<file path="src/rtl/vend_status_if.sv">
// Status-transmitter bus: request strobes and credit in, serial line and status out.
// report/dispensed are one-cycle requests that are always accepted (no ready); done is a one-cycle completion pulse.
interface vend_status_if;
  logic [4:0] credit;
  logic       report;
  logic       dispensed;
  logic       TxD;
  logic       busy;
  logic       done;
  logic [2:0] state_dbg;

  modport master (
    output credit, report, dispensed,
    input  TxD, busy, done, state_dbg
  );

  modport slave (
    input  credit, report, dispensed,
    output TxD, busy, done, state_dbg
  );
endinterface

</file>
<file path="src/rtl/vend_status_tx.sv">
// UART transmitter sending "C<tens><ones>\r\n" / "W<tens><ones>\r\n" status messages.
// Optional even-parity bit between data bit 7 and the stop bit when UART_TX_PARITY_EN is defined.
module vend_status_tx #(
  parameter int CLKS_PER_BIT = 10417,
  parameter int CNT_W        = 14
) (
  input  logic          clk,
  input  logic          reset,
  vend_status_if.slave  bus
);

`ifdef UART_TX_PARITY_EN
  typedef enum logic [2:0] {
    IDLE = 3'd0, START = 3'd1, DATA = 3'd2, STOP = 3'd3, NEXT = 3'd4, PARITY = 3'd5
  } state_t;
`else
  typedef enum logic [2:0] {
    IDLE = 3'd0, START = 3'd1, DATA = 3'd2, STOP = 3'd3, NEXT = 3'd4
  } state_t;
`endif

  localparam logic [CNT_W-1:0] BIT_LAST  = CNT_W'(CLKS_PER_BIT - 1);
  // The stop bit's final cycle is spent in NEXT, so consecutive bytes have no gap.
  localparam logic [CNT_W-1:0] STOP_LAST = CNT_W'(CLKS_PER_BIT - 2);

  state_t           state, state_nxt;
  logic [CNT_W-1:0] cnt;
  logic [2:0]       bit_idx;
  logic [2:0]       byte_idx;
  logic             msg_disp;
  logic [4:0]       credit_hold;
  logic             pend_report, pend_dispense;
  logic             done_q;
  logic             eff_report, eff_disp, start_msg, bit_done;
  logic [3:0]       tens, ones;
  logic [7:0]       cur_byte;
  logic             tx;

  // A strobe in the same cycle as the idle check starts the message immediately.
  assign eff_report = pend_report | bus.report;
  assign eff_disp   = pend_dispense | bus.dispensed;
  assign start_msg  = (state == IDLE) && (eff_report || eff_disp);
  assign bit_done   = (cnt == BIT_LAST);

  always_comb begin
    if (credit_hold >= 5'd30)      tens = 4'd3;
    else if (credit_hold >= 5'd20) tens = 4'd2;
    else if (credit_hold >= 5'd10) tens = 4'd1;
    else                           tens = 4'd0;
    ones = 4'(credit_hold - 5'(tens) * 5'd10);
  end

  always_comb begin
    case (byte_idx)
      3'd0:    cur_byte = msg_disp ? 8'h57 : 8'h43;
      3'd1:    cur_byte = {4'h3, tens};
      3'd2:    cur_byte = {4'h3, ones};
      3'd3:    cur_byte = 8'h0D;
      default: cur_byte = 8'h0A;
    endcase
  end

  always_ff @(posedge clk or posedge reset) begin
    if (reset) state <= IDLE;
    else       state <= state_nxt;
  end

  always_comb begin
    state_nxt = state;
    case (state)
      IDLE:  if (start_msg) state_nxt = START;
      START: if (bit_done) state_nxt = DATA;
`ifdef UART_TX_PARITY_EN
      DATA:   if (bit_done && bit_idx == 3'd7) state_nxt = PARITY;
      PARITY: if (bit_done) state_nxt = STOP;
`else
      DATA:  if (bit_done && bit_idx == 3'd7) state_nxt = STOP;
`endif
      STOP:  if (cnt == STOP_LAST) state_nxt = NEXT;
      NEXT:  state_nxt = (byte_idx == 3'd4) ? IDLE : START;
      default: state_nxt = IDLE;
    endcase
  end

  always_comb begin
    tx = 1'b1;
    case (state)
      START:  tx = 1'b0;
      DATA:   tx = cur_byte[bit_idx];
`ifdef UART_TX_PARITY_EN
      PARITY: tx = ^cur_byte;
`endif
      default: tx = 1'b1;
    endcase
  end

  assign bus.TxD       = tx;
  assign bus.busy      = (state != IDLE) | pend_report | pend_dispense;
  assign bus.done      = done_q;
  assign bus.state_dbg = state;

  always_ff @(posedge clk or posedge reset) begin
    if (reset) begin
      cnt           <= '0;
      bit_idx       <= '0;
      byte_idx      <= '0;
      msg_disp      <= 1'b0;
      credit_hold   <= '0;
      pend_report   <= 1'b0;
      pend_dispense <= 1'b0;
      done_q        <= 1'b0;
    end else begin
      // Dispense wins when both are pending; the loser stays latched.
      pend_dispense <= eff_disp & ~start_msg;
      pend_report   <= eff_report & ~(start_msg & ~eff_disp);
      done_q        <= (state == NEXT) && (byte_idx == 3'd4);
      case (state)
        IDLE: begin
          cnt <= '0;
          if (start_msg) begin
            credit_hold <= bus.credit;
            msg_disp    <= eff_disp;
            byte_idx    <= '0;
          end
        end
        START: begin
          bit_idx <= '0;
          cnt     <= bit_done ? '0 : cnt + CNT_W'(1);
        end
        DATA: begin
          if (bit_done) begin
            cnt     <= '0;
            bit_idx <= bit_idx + 3'd1;
          end else begin
            cnt <= cnt + CNT_W'(1);
          end
        end
`ifdef UART_TX_PARITY_EN
        PARITY: cnt <= bit_done ? '0 : cnt + CNT_W'(1);
`endif
        STOP: cnt <= (cnt == STOP_LAST) ? '0 : cnt + CNT_W'(1);
        NEXT: begin
          cnt      <= '0;
          byte_idx <= byte_idx + 3'd1;
        end
        default: cnt <= '0;
      endcase
    end
  end

endmodule

</file>
<file path="src/flat_wrapper.sv">
// flat-port wrapper written by rule: the top's interface ports become plain ports
module vend_status_tx_flat 
#(
  parameter int CLKS_PER_BIT = 10417,
  parameter int CNT_W        = 14
)
  (clk, reset, bus_credit, bus_report, bus_dispensed, bus_TxD, bus_busy, bus_done, bus_state_dbg);
  vend_status_if bus_i ();
  input  logic clk;
  input  logic reset;
  input wire logic [$bits(bus_i.credit)-1:0] bus_credit;
  input wire logic [$bits(bus_i.report)-1:0] bus_report;
  input wire logic [$bits(bus_i.dispensed)-1:0] bus_dispensed;
  output wire logic [$bits(bus_i.TxD)-1:0] bus_TxD;
  output wire logic [$bits(bus_i.busy)-1:0] bus_busy;
  output wire logic [$bits(bus_i.done)-1:0] bus_done;
  output wire logic [$bits(bus_i.state_dbg)-1:0] bus_state_dbg;
  assign bus_i.credit = bus_credit;
  assign bus_i.report = bus_report;
  assign bus_i.dispensed = bus_dispensed;
  assign bus_TxD = bus_i.TxD;
  assign bus_busy = bus_i.busy;
  assign bus_done = bus_i.done;
  assign bus_state_dbg = bus_i.state_dbg;
  vend_status_tx #(.CLKS_PER_BIT(CLKS_PER_BIT), .CNT_W(CNT_W)) u_core (.clk(clk), .reset(reset), .bus(bus_i));
endmodule
</file>
<file path="config.mk">
export PLATFORM = sky130hd
export DESIGN_NAME = vend_status_tx_flat
export DESIGN_NICKNAME = d
export VERILOG_FILES = /design/src/rtl/vend_status_if.sv /design/src/rtl/vend_status_tx.sv /design/src/flat_wrapper.sv
export SDC_FILE = /design/constraint.sdc
export NUM_CORES = 1
export LEC_CHECK = 0
export ABC_AREA = 1
export CAP_MARGIN = 10
export CORE_MARGIN = 2
export CORE_UTILIZATION = 40
export CTS_CLUSTER_SIZE = 24
export DETAILED_ROUTE_END_ITERATION = 7
export DONT_BUFFER_PORTS = 1
export GPL_TIMING_DRIVEN = 0
export REMOVE_ABC_BUFFERS = 1
export SYNTH_ARGS = -nofsm -noshare
export SYNTH_HDL_FRONTEND = slang
export SYNTH_SLANG_ARGS = --single-unit
</file>
<file path="constraint.sdc">
create_clock -name clk -period 2.2 [get_ports clk]
set_input_delay 0.44 -clock clk [delete_from_list [all_inputs] [get_ports clk]]
set_output_delay 0.44 -clock clk [all_outputs]
set_load 0.01 [all_outputs]
</file>
==> flow_summary.json, run 1 <==
{
  "syn2layout_area_growth_pct": 15.6,
  "wl_um": 3760,
  "finalSetupTns_ns": -0.582,
  "die_area_um2": 5480,
  "crit_type": "flip-flop to primary output",
  "timing.fmax_mhz": 359,
  "grt_pass1_vias": 1467,
  "core_area_um2": 4720,
  "drive_gt1_share_pct": 21.4,
  "synth_area_leader_cell": "dfrtp_1",
  "slew_violations": 0,
  "antenna_found_initial": 0,
  "clock_power_share_pct": 44.7,
  "grt_start_max_net_pins": 24,
  "setup_viol": 1,
  "fin_util_pct": 48.0,
  "drv_cap": 0,
  "finalHoldViolations": 0,
  "regToRegSetupSlack_ns": 0.37,
  "leakage_nw": 1.06,
  "hold_class": "input port to asynchronous set/reset pin",
  "antenna_cells": 0,
  "fin_cells": 329,
  "cts.path.max_buffers": 2,
  "seq_area_frac_synth_pct": 40.8,
  "slew-limit-headroom_pct": 65.4,
  "required_ns": 1.76,
  "vias_per_cell": 4.76,
  "grt_usage_pct": 15.4,
  "vdd_ir_drop_max_mv": 0.186,
  "rows": 25,
  "rsz0062_at_grt": "true",
  "ant_nets": 0,
  "ys_types": 30,
  "synth_edf_count": 0,
  "yosys-top-cells-area": "dfrtp_1 (41%), nand2_1 (9.6%), inv_1 (6.9%)",
  "cts_hold_buf": 0,
  "nNetsFinal": 281,
  "gr-total-overflow": 0,
  "critPathMaxFanout": 4,
  "p_per_area_nw_per_um2": 558,
  "via_count": 1565,
  "pwr-share-comb_pct": 7.7,
  "p_sw_mw": 0.283,
  "place_ws_ns": -0.432,
  "die_height_um": 74.0,
  "syn_inst": 245,
  "post-route-min-period_ns": 2.78,
  "power_frac_seq_pct": 47.6,
  "ctsRootBufferMaster": "clkbuf_8",
  "dp.final_hpwl_um": 2720,
  "setup_ws_ns": -0.582,
  "cts_buffers": 5,
  "cts_htree_levels": 2,
  "synthesis.area_um2": 1960,
  "pin_count": 15,
  "layout_common_cells": "nand2_1 (47), inv_1 (34), dfrtp_1 (32)",
  "clk_pin_slew_ns": 0.07,
  "placed_cells": 311,
  "finClkSkew_ns": 0.00960,
  "grt_pass1_wl_um": 6470,
  "worstMarginPinSlew_ns": 0.519,
  "cts.sinks": 32,
  "yosysTopAreaCellShare_pct": 40.8,
  "syn_area_per_cell_um2": 8.00,
  "gp_routability_congestion": 0.805,
  "dr.pass1.iters": 4,
  "port_buffers": 0,
  "drc": 0,
  "wl_per_cell_um": 11.4,
  "violations": "setup timing",
  "drt_iter0_drc": 89,
  "ys.flop_type": "dfrtp_1",
  "intPower_mw": 0.981,
  "worstSkewPairLatency_ns": 0.29,
  "yosysWarnings": 0,
  "ys_seq_elements": 32,
  "critPathArrivalTime_ns": 2.34,
  "end_kind": "primary output",
  "critPathLaunchType": "flip-flop",
  "start_util_pct": 41.5,
  "fp.dieW_um": 74.0,
  "post-route-period-util_pct": 126,
  "cts_tree": "yes",
  "synthArstFlopShare_pct": 100,
  "netSwitchingFraction_pct": 22.4,
  "final_common_cell": "nand2_1",
  "status": "complete, but fails checks"
}
==> kinds of logic after synthesis <==
group           count (synthesis)  share of synthesized area (%)
simple gates                  124                           32.2
buf+inv                        42                           8.68
flops                          32                           40.8
compound gates                 30                           8.17
fa+ha+maj                      11                           7.40
xor+xnor                        6                           2.68
==> per-stage QoR <==
step	power (mW)	area, um2	hold slack (ns)
6_report	1.26	2270	0.0665
5_1_grt	1.32	2270	0.0969
4_1_cts	1.28	2250	0.0839
3_5_place_dp	0.672	2050	0.398
3_3_place_gp	0.665	2020	0.467
2_1_floorplan	0.653	1940	0.442
==> synth_stat cells, types with 2 or more instances <==
cell     number
xor2_1        5
ha_1         10
nor3_2        2
nor3_1        3
nor2_2       10
nand2_1      50
o22ai_1       2
nand3_1      13
nor3_4        3
inv_2         4
nor2_4        3
nand2_2       6
o21ai_0      10
nand4_1       3
nor3b_1       2
nor2_1       26
a21oi_1      13
inv_1        36
o21ai_1       2
dfrtp_1      32
==> cell type report <==
type,count,area (um2)
Fill cell,470,2460
Multi-Input combinational cell,171,1020
Sequential cell,32,801
Inverter,40,150
Timing Repair Buffer,11,106
Tap cell,67,83.8
Clock buffer,6,72.6
Clock inverter,2,35.0
==> power groups by stage <==
stage	registers, mW	logic, mW	clock network, mW
after floorplan	0.611	0.0420	0
after global placement	0.612	0.0528	0
after detailed placement	0.612	0.0596	0
after CTS	0.601	0.0911	0.587
after global routing	0.602	0.109	0.608
final	0.602	0.0975	0.565
==> sequential cells by signal, indices dropped and copies added (netlist names) <==
name / cells
u_core.cnt: 14
u_core.bus.state_dbg: 3
u_core.credit_hold: 5
u_core.pend_report: 1
u_core.msg_disp: 1
u_core.pend_dispense: 1
u_core.bit_idx: 3
u_core.byte_idx: 3
u_core.bus.done: 1
==> worst paths after layout <==
path | depth (start not counted) | startpoint | end
setup / recovery | 16 | u_core.credit_hold[4] | bus_TxD
hold / removal | 1 | reset | u_core.pend_report
setup reg to reg | 8 | u_core.bus.state_dbg[0] | u_core.pend_report
hold reg to reg | 2 | u_core.credit_hold[0] | u_core.credit_hold[0]
max in group asynchronous | 2 | reset | u_core.cnt[4]
min in group clk | 2 | bus_credit[0] | u_core.credit_hold[0]
==> worst max-delay path: stages, from the launching register on <==
cell     delay, ns
dfrtp_1       0.42
inv_2         0.06
nand2_2       0.06
nand2_1       0.05
nand2_1       0.08
nand2_2       0.08
ha_4          0.16
fa_1          0.48
nor2_1        0.04
a21oi_1       0.12
a21oi_1       0.07
a21oi_1       0.11
nand2_1       0.06
nand2_1       0.06
nand2_1       0.06
nand2_1       0.08
nand2_2       0.07
==> timing repair <==
action / CTS / global route
endpoints found under the hold margin: 0 / 0
setup endpoints to repair: 3 / 3
pin swaps: 5 / 0
gates resized for setup: 7 / 3
setup buffers: 10 / 0
==> routing by layer <==
| layer | track usage (%) | up-vias | part of all wire [%] |
|---|---|---|---|
| met3 | 5.01 | 6 | 3.3 |
| met4 | 5.25 | 0 | 1.3 |
| met2 | 25.2 | 21 | 49 |
| met1 | 19.3 | 738 | 46 |
| li1 | - | 800 | - |
| met5 | 0 | - | 0 |
No activity file was read; power rests on OpenSTA's default activity.
==> run 2, diff against run 1 <==
- CORE_UTILIZATION: 40 -> 57
- PLACE_DENSITY: unset -> 0.75
==> flow_summary.json, run 2 (synthesis results as in run 1) <==
{
  "grt_usage_pct": 21.3,
  "place_ws_ns": -0.391,
  "dpl_cell_area_um2": 2000,
  "vias_per_cell": 5.05,
  "finClkSkew_ns": 0.00679,
  "grt_start_max_net_pins": 33,
  "finalHoldViolations": 0,
  "grt_pass1_wl_um": 6530,
  "finalSetupTns_ns": -0.637,
  "cts_tree": "yes",
  "slew-limit-headroom_pct": 53.9,
  "start_util_pct": 59.2,
  "dr.pass1.iters": 4,
  "reg_top3": "u_core.cnt (14), u_core.credit_hold (5)",
  "drv_cap": 0,
  "fin_area_um2": 2150,
  "setup_viol": 1,
  "leakage_nw": 1.02,
  "via_count": 1531,
  "cpMostUsedCell": "nand2_1",
  "path_delay_family": "adder cells",
  "rsz0062_at_grt": "true",
  "status": "complete, but fails checks",
  "violations": "setup timing",
  "antenna_cells": 0,
  "p_per_area_nw_per_um2": 481,
  "pin_count": 15,
  "slew_violations": 0,
  "gp_routability_congestion": 0.920,
  "critical_path_buf_inv_count": 1,
  "post-route-period-util_pct": 129,
  "port_buffers": 0,
  "core_area_um2": 3310,
  "cp_slowest_cell": "fa_1",
  "total_power_mw": 1.03,
  "dp.final_hpwl_um": 2550,
  "hold_class": "input port to asynchronous set/reset pin",
  "rows": 21,
  "cts.path.max_buffers": 2,
  "critPathMaxFanout": 3,
  "wl_per_cell_um": 11.7,
  "nNetsFinal": 276,
  "gr-total-overflow": 0,
  "wl_um": 3540,
  "die_height_um": 62.7,
  "die_area_um2": 3930,
  "drive_gt1_share_pct": 21.4,
  "antenna_found_initial": 0,
  "critical-path-max-stage-delay_ns": 0.48,
  "drt_iter0_drc": 46,
  "cts.sinks": 32,
  "cts_buffers": 5,
  "clk_pin_slew_ns": 0.10,
  "layout_common_cells": "nand2_1 (47), inv_1 (32), dfrtp_1 (32)",
  "fp.dieW_um": 62.7,
  "end_kind": "primary output",
  "worstMarginPinSlew_ns": 0.691,
  "worstSkewPairLatency_ns": 0.34,
  "drc": 0,
  "fillCellCount": 302,
  "timing.fmax_mhz": 352,
  "ant_nets": 0,
  "seq_area_um2": 801,
  "critPathArrivalTime_ns": 2.40,
  "setup_ws_ns": -0.637,
  "crit_path_start": "u_core.credit_hold[4]",
  "crit_type": "flip-flop to primary output",
  "cts_htree_levels": 2,
  "critPathLaunchType": "flip-flop",
  "r2r_start": "u_core.bus.state_dbg[0]",
  "largest-register": "u_core.cnt",
  "ctsRootBufferMaster": "clkbuf_4",
  "worstPathCellList": "inv_2 > nand2_2 > nand2_1 > nand2_1 > nand2_2 > ha_2 > fa_1 > nor2_1 > a21oi_1 > a21oi_1 > a21oi_1 > nand2_1 > nand2_1 > nand2_1 > nand2_1 > nand2_2",
  "final_common_cell": "nand2_1",
  "largest_reg_flops": 14,
  "post-route-min-period_ns": 2.84,
  "required_ns": 1.76,
  "grt_pass1_vias": 1523,
  "multiInputGateArea_um2": 1010,
  "vdd_ir_drop_max_mv": 0.339,
  "syn2layout_area_growth_pct": 9.64
}
==> run 2: cell types whose count changed in the layout (fill, tap and decap cells not counted), sizes merged <==
| cell | change |
|---|---|
| clkinv | +1 |
| buf | -5 |
| bufinv | -1 |
==> run 2: area by class of cell <==
class | instances | share of cell area [%]
clock buffer | 6 | 2.39
sequential | 32 | 37.3
timing repair buffer | 6 | 3.20
inverter | 40 | 6.98
tap | 46 | 2.68
clock inverter | 2 | 0.466
multi-input combinational | 171 | 47.0
==> run 2: metrics by stage <==
stage / cells / utilization [%] / hold WS [ns]
5_1_grt: 303 / 64.9 / 0.114
6_report: 303 / 64.9 / 0.0836
3_5_place_dp: 289 / 60.4 / 0.499
4_1_cts: 302 / 63.7 / 0.209
3_3_place_gp: 289 / 60.4 / 0.482
2_1_floorplan: 243 / - / 0.442
==> run 2: routing by layer <==
layer | GRT usage [%] | routed length (um) | part of all wire, %
met3 | 6.67 | 140 | 4.0
met5 | 0 | 0 | 0
met1 | 28.1 | 1780 | 50
met4 | 8.61 | 62 | 1.8
met2 | 32.7 | 1550 | 44
==> run 2: path summary, 6_finish.rpt <==
| kind | endpoint | slack, ns | cells past startpoint |
|---|---|---|---|
| worst max-delay path | bus_TxD | -0.64 | 16 |
| worst min-delay path | u_core.cnt[9] | 0.08 | 1 |
| worst max register to register | u_core.msg_disp | 0.38 | 8 |
| worst min register to register | u_core.cnt[0] | 0.51 | 1 |
| max in group asynchronous | u_core.cnt[8] | 1.60 | 2 |
| min in group clk | u_core.credit_hold[1] | 0.22 | 2 |
==> run 2: power breakdown <==
part           internal [mW]  leakage [nW]  total (mW)  switching (mW)
sequential             0.596         0.382       0.601         0.00549
combinational         0.0338         0.597      0.0782          0.0443
clock                  0.152        0.0380       0.355           0.203
==> run 2: timing repair <==
action | 4_1_cts | 5_1_grt
buffers inserted | 5 | 0
gates cloned | 0 | 0
hold buffers | 0 | 0
setup endpoints to repair | 1 | 7
gates resized for setup | 8 | 4
pin swaps | 9 | 4
==> run 3, diff against run 2 <==
- CORE_UTILIZATION: 57 -> 60
- PLACE_DENSITY: 0.75 -> 0.76
- REMOVE_ABC_BUFFERS: 1 -> unset
- clock period: 2.2 -> 3.1 ns (I/O delays scaled with it)
==> flow_summary.json, run 3 (synthesis results as in run 1) <==
{
  "status": "complete, no violations",
  "port_buffers": 0,
  "crit_type": "flip-flop to primary output",
  "setup_ws_ns": 0.0163,
  "critPathLaunchType": "flip-flop",
  "antenna_cells": 0,
  "largest-register": "u_core.cnt",
  "crit_path_start": "u_core.credit_hold[2]",
  "drc": 0,
  "required_ns": 2.48,
  "dp.final_hpwl_um": 2570,
  "fp.dieW_um": 61.2,
  "cts.path.max_buffers": 2,
  "post-route-period-util_pct": 99.5,
  "vdd_ir_drop_max_mv": 0.278,
  "syn2layout_area_growth_pct": 10.4,
  "clk_pin_slew_ns": 0.10,
  "reg_top3": "u_core.cnt (14), u_core.credit_hold (5)",
  "synth_fp_nets": 265,
  "start_util_pct": 63.7,
  "critPathMaxFanout": 6,
  "cts_hold_buf": 0,
  "rows": 20,
  "grt_usage_pct": 21.9,
  "fillCellCount": 249,
  "finalHoldViolations": 0,
  "end_kind": "primary output",
  "gp_routability_congestion": 0.845,
  "r2r_start": "u_core.bus.state_dbg[0]",
  "p_per_area_nw_per_um2": 386,
  "grt_pass1_vias": 1423,
  "gr-total-overflow": 0,
  "hold_class": "input port to asynchronous set/reset pin",
  "cts.sinks": 32,
  "setup_viol": 0,
  "dr.pass1.iters": 4,
  "wl_um": 3620,
  "pin_count": 15,
  "final_common_cell": "nand2_1",
  "post-route-min-period_ns": 3.08,
  "ant_nets": 0,
  "core_area_um2": 3080,
  "cts_tree": "yes",
  "rsz0062_at_grt": "true",
  "hold_ws_ns": 0.0741,
  "wl_per_cell_um": 12.1,
  "cts_htree_levels": 2,
  "grt_pass1_wl_um": 5910,
  "drt_iter0_drc": 49,
  "worstSkewPairLatency_ns": 0.34,
  "ctsRootBufferMaster": "clkbuf_4",
  "nNetsFinal": 275,
  "via_count": 1538,
  "place_ws_ns": 0.318,
  "die_height_um": 61.2,
  "cts_buffers": 5,
  "die_area_um2": 3740,
  "largest_reg_flops": 14,
  "critPathArrivalTime_ns": 2.46,
  "leakage_nw": 1.03,
  "grt_start_max_net_pins": 33,
  "slew_violations": 0,
  "slew-limit-headroom_pct": 70.3,
  "vias_per_cell": 5.13,
  "worstMarginPinSlew_ns": 0.442,
  "antenna_found_initial": 0,
  "drv_cap": 0,
  "finClkSkew_ns": 0.00544,
  "layout_common_cells": "nand2_1 (48), inv_1 (32), dfrtp_1 (32)",
  "drive_gt1_share_pct": 19.5,
  "timing.fmax_mhz": 324
}
==> run 3: where the power goes <==
part / total [mW] / switching, mW / internal, mW
logic: 0.0467 / 0.0282 / 0.0185
clock network: 0.361 / 0.147 / 0.214
registers: 0.427 / 0.00429 / 0.423
==> run 3: metrics by stage <==
stage | instances | cell area (um2) | setup TNS (ns) | util, % | power, mW
detailed placement | 289 | 2020 | 0 | 65.5 | 0.472
global placement | 289 | 2020 | 0 | 65.5 | 0.471
global route | 300 | 2160 | -0.196 | 70.3 | 0.869
CTS | 298 | 2120 | 0 | 68.9 | 0.837
floorplan | 245 | 1960 | 0 | - | 0.463
finish | 300 | 2160 | 0 | 70.3 | 0.835
==> run 3: final timing paths <==
| check | to | slack (ns) | cells after the start |
|---|---|---|---|
| worst max-delay path | bus_TxD | 0.02 | 15 |
| worst min-delay path | u_core.byte_idx[0] | 0.07 | 1 |
| worst max register to register | u_core.byte_idx[0] | 1.39 | 9 |
| worst min register to register | u_core.cnt[0] | 0.48 | 1 |
| max in group asynchronous | u_core.credit_hold[3] | 2.62 | 2 |
| min in group clk | u_core.credit_hold[0] | 0.39 | 2 |
==> run 3: final cells by class <==
type | instances | area (um2) | share of cell area, %
buffer | 2 | 20.0 | 0.925
clock buffer | 7 | 65.1 | 3.01
clock inverter | 1 | 30.0 | 1.39
inverter | 40 | 150 | 6.94
multi-input combinational | 171 | 997 | 46.1
sequential | 32 | 801 | 37.0
tap | 44 | 55.1 | 2.54
timing repair buffer | 3 | 46.3 | 2.14
==> run 3: routing by layer <==
layer  track usage, %  wire (um)  share of wire [%]
met1             28.0       1730                 48
met2             35.6       1690                 47
met3             5.88        154                4.3
met4             8.39         51                1.4
met5                0          0                  0
==> run 3: what timing repair did <==
action | 4_1_cts | 5_1_grt
resized for setup | 2 | 5
endpoints found under the setup margin | 1 | 1
pin swaps | 1 | 5
setup buffers | 1 | 1
==> run 3: worst max-delay path, cell delays in order, from the launching register on <==
cell and delay, ns:
dfrtp_1 0.41, inv_2 0.12, a21oi_1 0.09, nand2_1 0.06
nand2_1 0.07, ha_2 0.19, fa_1 0.48, nor2_1 0.04
a21oi_1 0.16, a21oi_1 0.09, a21oi_1 0.11, nand2_1 0.07
nand2_1 0.06, nand2_1 0.04, nand2_1 0.07, nand2_2 0.07
